## src/rtl/waveform_pkg.sv

```systemverilog
// Shared types and constants for the serial waveform checker.
package waveform_pkg;

   localparam int WORD_W = 8;

   localparam logic [WORD_W-1:0] DEF_PAT_EVEN = 8'hCC;
   localparam logic [WORD_W-1:0] DEF_PAT_ODD  = 8'hAA;

   typedef enum logic [1:0] {
      ST_SEARCH,
      ST_VERIFY,
      ST_LOCKED
   } state_t;

endpackage

```

## src/rtl/wave_deser.sv

```systemverilog
// Serial-to-parallel front end: LSB-first shift register plus word-position counter.
module wave_deser
   import waveform_pkg::*;
(
   input  logic              CLK,
   input  logic              RST,
   input  logic              bit_in,
   input  logic              bit_valid,
   input  logic              clear_bc,
   output logic [WORD_W-1:0] word,
   output logic              word_done
);

   logic [WORD_W-1:0] sr;
   logic [2:0]        bc;

   // word is the post-shift value, so the checker sees a completed word on the edge that samples its last bit
   assign word      = {bit_in, sr[WORD_W-1:1]};
   assign word_done = bit_valid && (bc == 3'd7);

   // NOTE: sequential state uses non-blocking assignments so every register samples pre-edge values.
   always_ff @(posedge CLK) begin
      if (RST) begin
         sr <= '0;
         bc <= '0;
      end else if (bit_valid) begin
         sr <= word;
         bc <= clear_bc ? 3'd0 : bc + 3'd1;
      end
   end

endmodule

```

## config.mk

```make
export PLATFORM = sky130hd
export DESIGN_NAME = wave_deser
export DESIGN_NICKNAME = d
export VERILOG_FILES = /design/src/rtl/waveform_pkg.sv /design/src/rtl/wave_deser.sv
export SDC_FILE = /design/constraint.sdc
export NUM_CORES = 1
export LEC_CHECK = 0
export CAP_MARGIN = 10
export CORE_AREA = 2 2 39 41
export DETAILED_ROUTE_END_ITERATION = 7
export DIE_AREA = 0 0 41 43
export GPL_TIMING_DRIVEN = 0
export PLACE_DENSITY_LB_ADDON = 0.3
export SETUP_SLACK_MARGIN = 0.15
export SLEW_MARGIN = 20
export SYNTH_ARGS = -nofsm -noshare
export SYNTH_HDL_FRONTEND = slang
export SYNTH_SLANG_ARGS = --single-unit
```

## constraint.sdc

```tcl
create_clock -name CLK -period 2.45 [get_ports CLK]
set_clock_uncertainty 0.2 [all_clocks]
set_input_delay 0.3675 -clock CLK [delete_from_list [all_inputs] [get_ports CLK]]
set_output_delay 0.3675 -clock CLK [all_outputs]
set_load 0.01 [all_outputs]
```

Word-level counts from Yosys, hierarchy flattened
Cells that the tools add are included.

word-level totals
  flip-flop bits (word level) = 11
  output and inout port bits = 9

cells by class
  $add $sub $neg = 1
  equal/unequal tests = 1
  mux-type cells = 1
  reductions and logical operators = 1

operators by type and width
  operator               number
  $add A3 B1 Y3 const B  1
  $eq A3 B3 Y1 const B   1
  $mux W3                1
  $logic_and A1 B1 Y1    1

Longest topological paths before layout
  word-level depth = 2
  depth in mapped cells = 4

Worst setup path after synthesis
Ideal clock, no wire load.

  kind = reg-to-output
  from = reg bc[0]
  to = out word_done
  data arrival time = 0.819 ns
  data required time = 1.882 ns
  path slack = 1.064 ns
  cell stages (with the launch flop) = 4
  path buffers = 0
  cells stage by stage = dfxtp_1 ha_1 ha_1 and2_1

on the way
  longest elaborated chain between the ends = 2

ends and longest elaborated chain
  element                 line              text
  start, declared         wave_deser.sv:15  logic [2:0] bc;
  start signal, assigned  wave_deser.sv:28  bc <= clear_bc ? 3'd0 : bc + 3'd1;
  $eq A3 B3 Y1            wave_deser.sv:19  assign word_done = bit_valid && (bc == 3'd7);
  $logic_and A1 B1 Y1     wave_deser.sv:19
  end, declared           wave_deser.sv:11  output logic word_done

No other way between the ends.

Worst setup path in the final report
  from = in bit_valid
  to = out word_done

on the way
  longest elaborated chain between the ends = 1

ends and longest elaborated chain
  element              line              text
  start, declared      wave_deser.sv:8   input logic bit_valid,
  $logic_and A1 B1 Y1  wave_deser.sv:19

No other way between the ends.

==> results_dict.tcl <==
set metrics [dict create \
    grt_max_degree 11 \
    yosysTopAreaCell "dfxtp_1" \
    report.final.slew_viol_count 0 \
    dr.pass1.iters 2 \
    slew_headroom 0.715 \
    clock-root-buffer "clkbuf_4" \
    clock_path_buffers 2 \
    start_util 0.292 \
    num_vias 326 \
    min_path_type "reg -> reg" \
    drv_cap 0 \
    drive_above_1_share 0.125 \
    cts-buffers-inserted 3 \
    hold_viol 0 \
    syn_inst 39 \
    drt-initial-drc-count 7 \
    grt_pass1_wl_mm 1.08 \
    multiInputGateArea_um2 185 \
    ios 14 \
    rows 14 \
    ir_worst_vdd_mv 0.257 \
    coreArea_um2 1380 \
    drc_errors 0 \
    finalCritPeriodShare 0.903 \
    yosysTopAreaCellShare 0.495 \
    portBuffers 12 \
    num-fill-cells 148 \
    fp.dieW_um 41 \
    synth_common_cells "dfxtp_1, mux2i_1, nor2_1, a21oi_1, nand2b_1" \
    startpoint_type "primary input" \
    die_area_um2 1760 \
    rsz0062_at_grt "false" \
    cp_slowest_cell "clkdlybuf4s50_1" \
    syn_avg_cell_area_um2 10.4 \
    async_flop_share 0 \
    wl_per_cell_um 10.1 \
    cp.arrival_ns 1.64 \
    synth_top_cells_by_area "dfxtp_1, mux2i_1, nor2_1" \
    register_area_um2 200 \
    synth_most_common_cell "dfxtp_1" \
    grt_antenna_before_repair 0 \
    final-setup-viol-count 0 \
    power.density_nw_per_um2 585 \
    synth_top_flop_cell "dfxtp_1" \
    cts.sinks 10 \
    drt-vias-per-instance 4.53 \
    synth.distinct_cells 11 \
    wirelength_um 727 \
    p_total_mw 0.346 \
    period_minus_slack_ns 2.21 \
    tightest_slew_ns 0.427 \
    crit_required_ns 1.88 \
    critical_path_class "in -> out" \
    cp-end-kind "output port" \
    area_delta_synth_final_pct 46.4 \
    path_max_fanout 5 \
    grt_usage 0.0949 \
    p_leak_nw 0.251 \
    synth-seq-cells 10 \
    synth_fp_nets 46 \
    finalSetupTns_ns 0 \
    grt_overflow 0 \
    cpPeakStageDelay_ns 0.54 \
    layout.nets 64 \
    die_h_um 43 \
    grt_pass1_vias 279 \
    synth-edff-count 0 \
    cp_cell_sequence "clkdlybuf4s50_1 -> buf_6 -> and2_1 -> clkdlybuf4s50_1" \
    ant_nets 0 \
    path_buf_inv 3 \
    dp_hpwl_um 518 \
    crit_top_cell "clkdlybuf4s50_1" \
    critical-path-top-delay-family "buffers and inverters" \
    ys_seq_area_frac 0.495 \
    syn-cell-area_um2 404 \
    yosysWarnings 0 \
    diodes 0 \
    status "complete, no violations" \
    fmax_mhz 452 \
    clk_pin_slew_worst_paths_ns 0.07 \
    cts_tree "built" \
    gp_routability_congestion 0.621 \
    ctsHtreeMaxLevel 1 \
    worstSkewPairLatency_ns 0.26 \
]
-- routing by layer --
| metal | up-vias | GRT usage | routed length (µm) |
|---|---|---|---|
| met2 | 8 | 0.113 | 353 |
| met4 | 0 | 0.0800 | 9 |
| met3 | 2 | 0.0471 | 26 |
| met1 | 153 | 0.121 | 337 |
| li1 | 163 | - | - |
| met5 | - | 0 | 0 |
-- cells by family after synthesis --
logic type | share of synthesized area
buffers and inverters | 0.0464
AOI/OAI and AO/OA | 0.0371
adders and majority gates | 0.0619
DFF | 0.495
and+or+nand+nor | 0.186
muxes | 0.173
-- report_power, final --
group / leakage, nW / internal [mW] / switching (mW) / total [mW]
logic: 0.149 / 0.0189 / 0.0125 / 0.0314
registers: 0.0810 / 0.166 / 0.00234 / 0.168
clock network: 0.0210 / 0.0902 / 0.0563 / 0.146
total: 0.251 / 0.275 / 0.0711 / 0.346
-- layout by cell type (no fill, tap or decap), types with 2 or more instances in the layout --
cell type / count
nand3b_1: 2
clkbuf_4: 3
buf_4: 2
a21oi_1: 3
nand2b_1: 3
nor2_1: 7
mux2i_1: 7
ha_1: 2
clkdlybuf4s50_1: 12
dfxtp_1: 10
-- sequential cells by signal, summed over array words and instances (netlist names) --
signal / cells
bc: 3
sr: 7
-- per-stage QoR --
stage / hold slack [ns] / instances / util / setup WS, ns / instance area, µm²
after CTS: 0.280 / 72 / 0.428 / 0.232 / 592
after detailed placement: 0.269 / 67 / 0.393 / 0.114 / 544
after global routing: 0.308 / 72 / 0.428 / 0.183 / 592
after global placement: 0.263 / 67 / 0.393 / 0.0900 / 544
final: 0.277 / 72 / 0.428 / 0.239 / 592
after floorplan: 0.249 / 39 / - / 1.06 / 404
-- layout make-up --
cell class,instances,share of cell area
multi-input cells,26,0.313
repair buffers,13,0.216
well taps,16,0.0338
flip-flops and latches,10,0.338
plain buffers,3,0.0381
clock buffers,4,0.0613
-- what timing repair did --
item	CTS	global route
setup endpoints to repair	1	0
hold buffers	0	0
resized for setup	1	0
setup buffers	1	0
-- worst min-delay path, cell delays in order (launching register included) --
cell and delay (ns):
dfxtp_1 0.31, nand2b_1 0.07, a21oi_1 0.05
-- final timing paths --
check / cells after the start / to / slack [ns] / from
worst max-delay path: 4 / word_done / 0.24 / bit_valid
worst min register to register: 2 / bc[1] / 0.28 / bc[1]
worst max register to register: 4 / bc[2] / 1.19 / bc[0]
worst min-delay path: 2 / bc[1] / 0.28 / bc[1]
(Power assumes the default switching activity.)
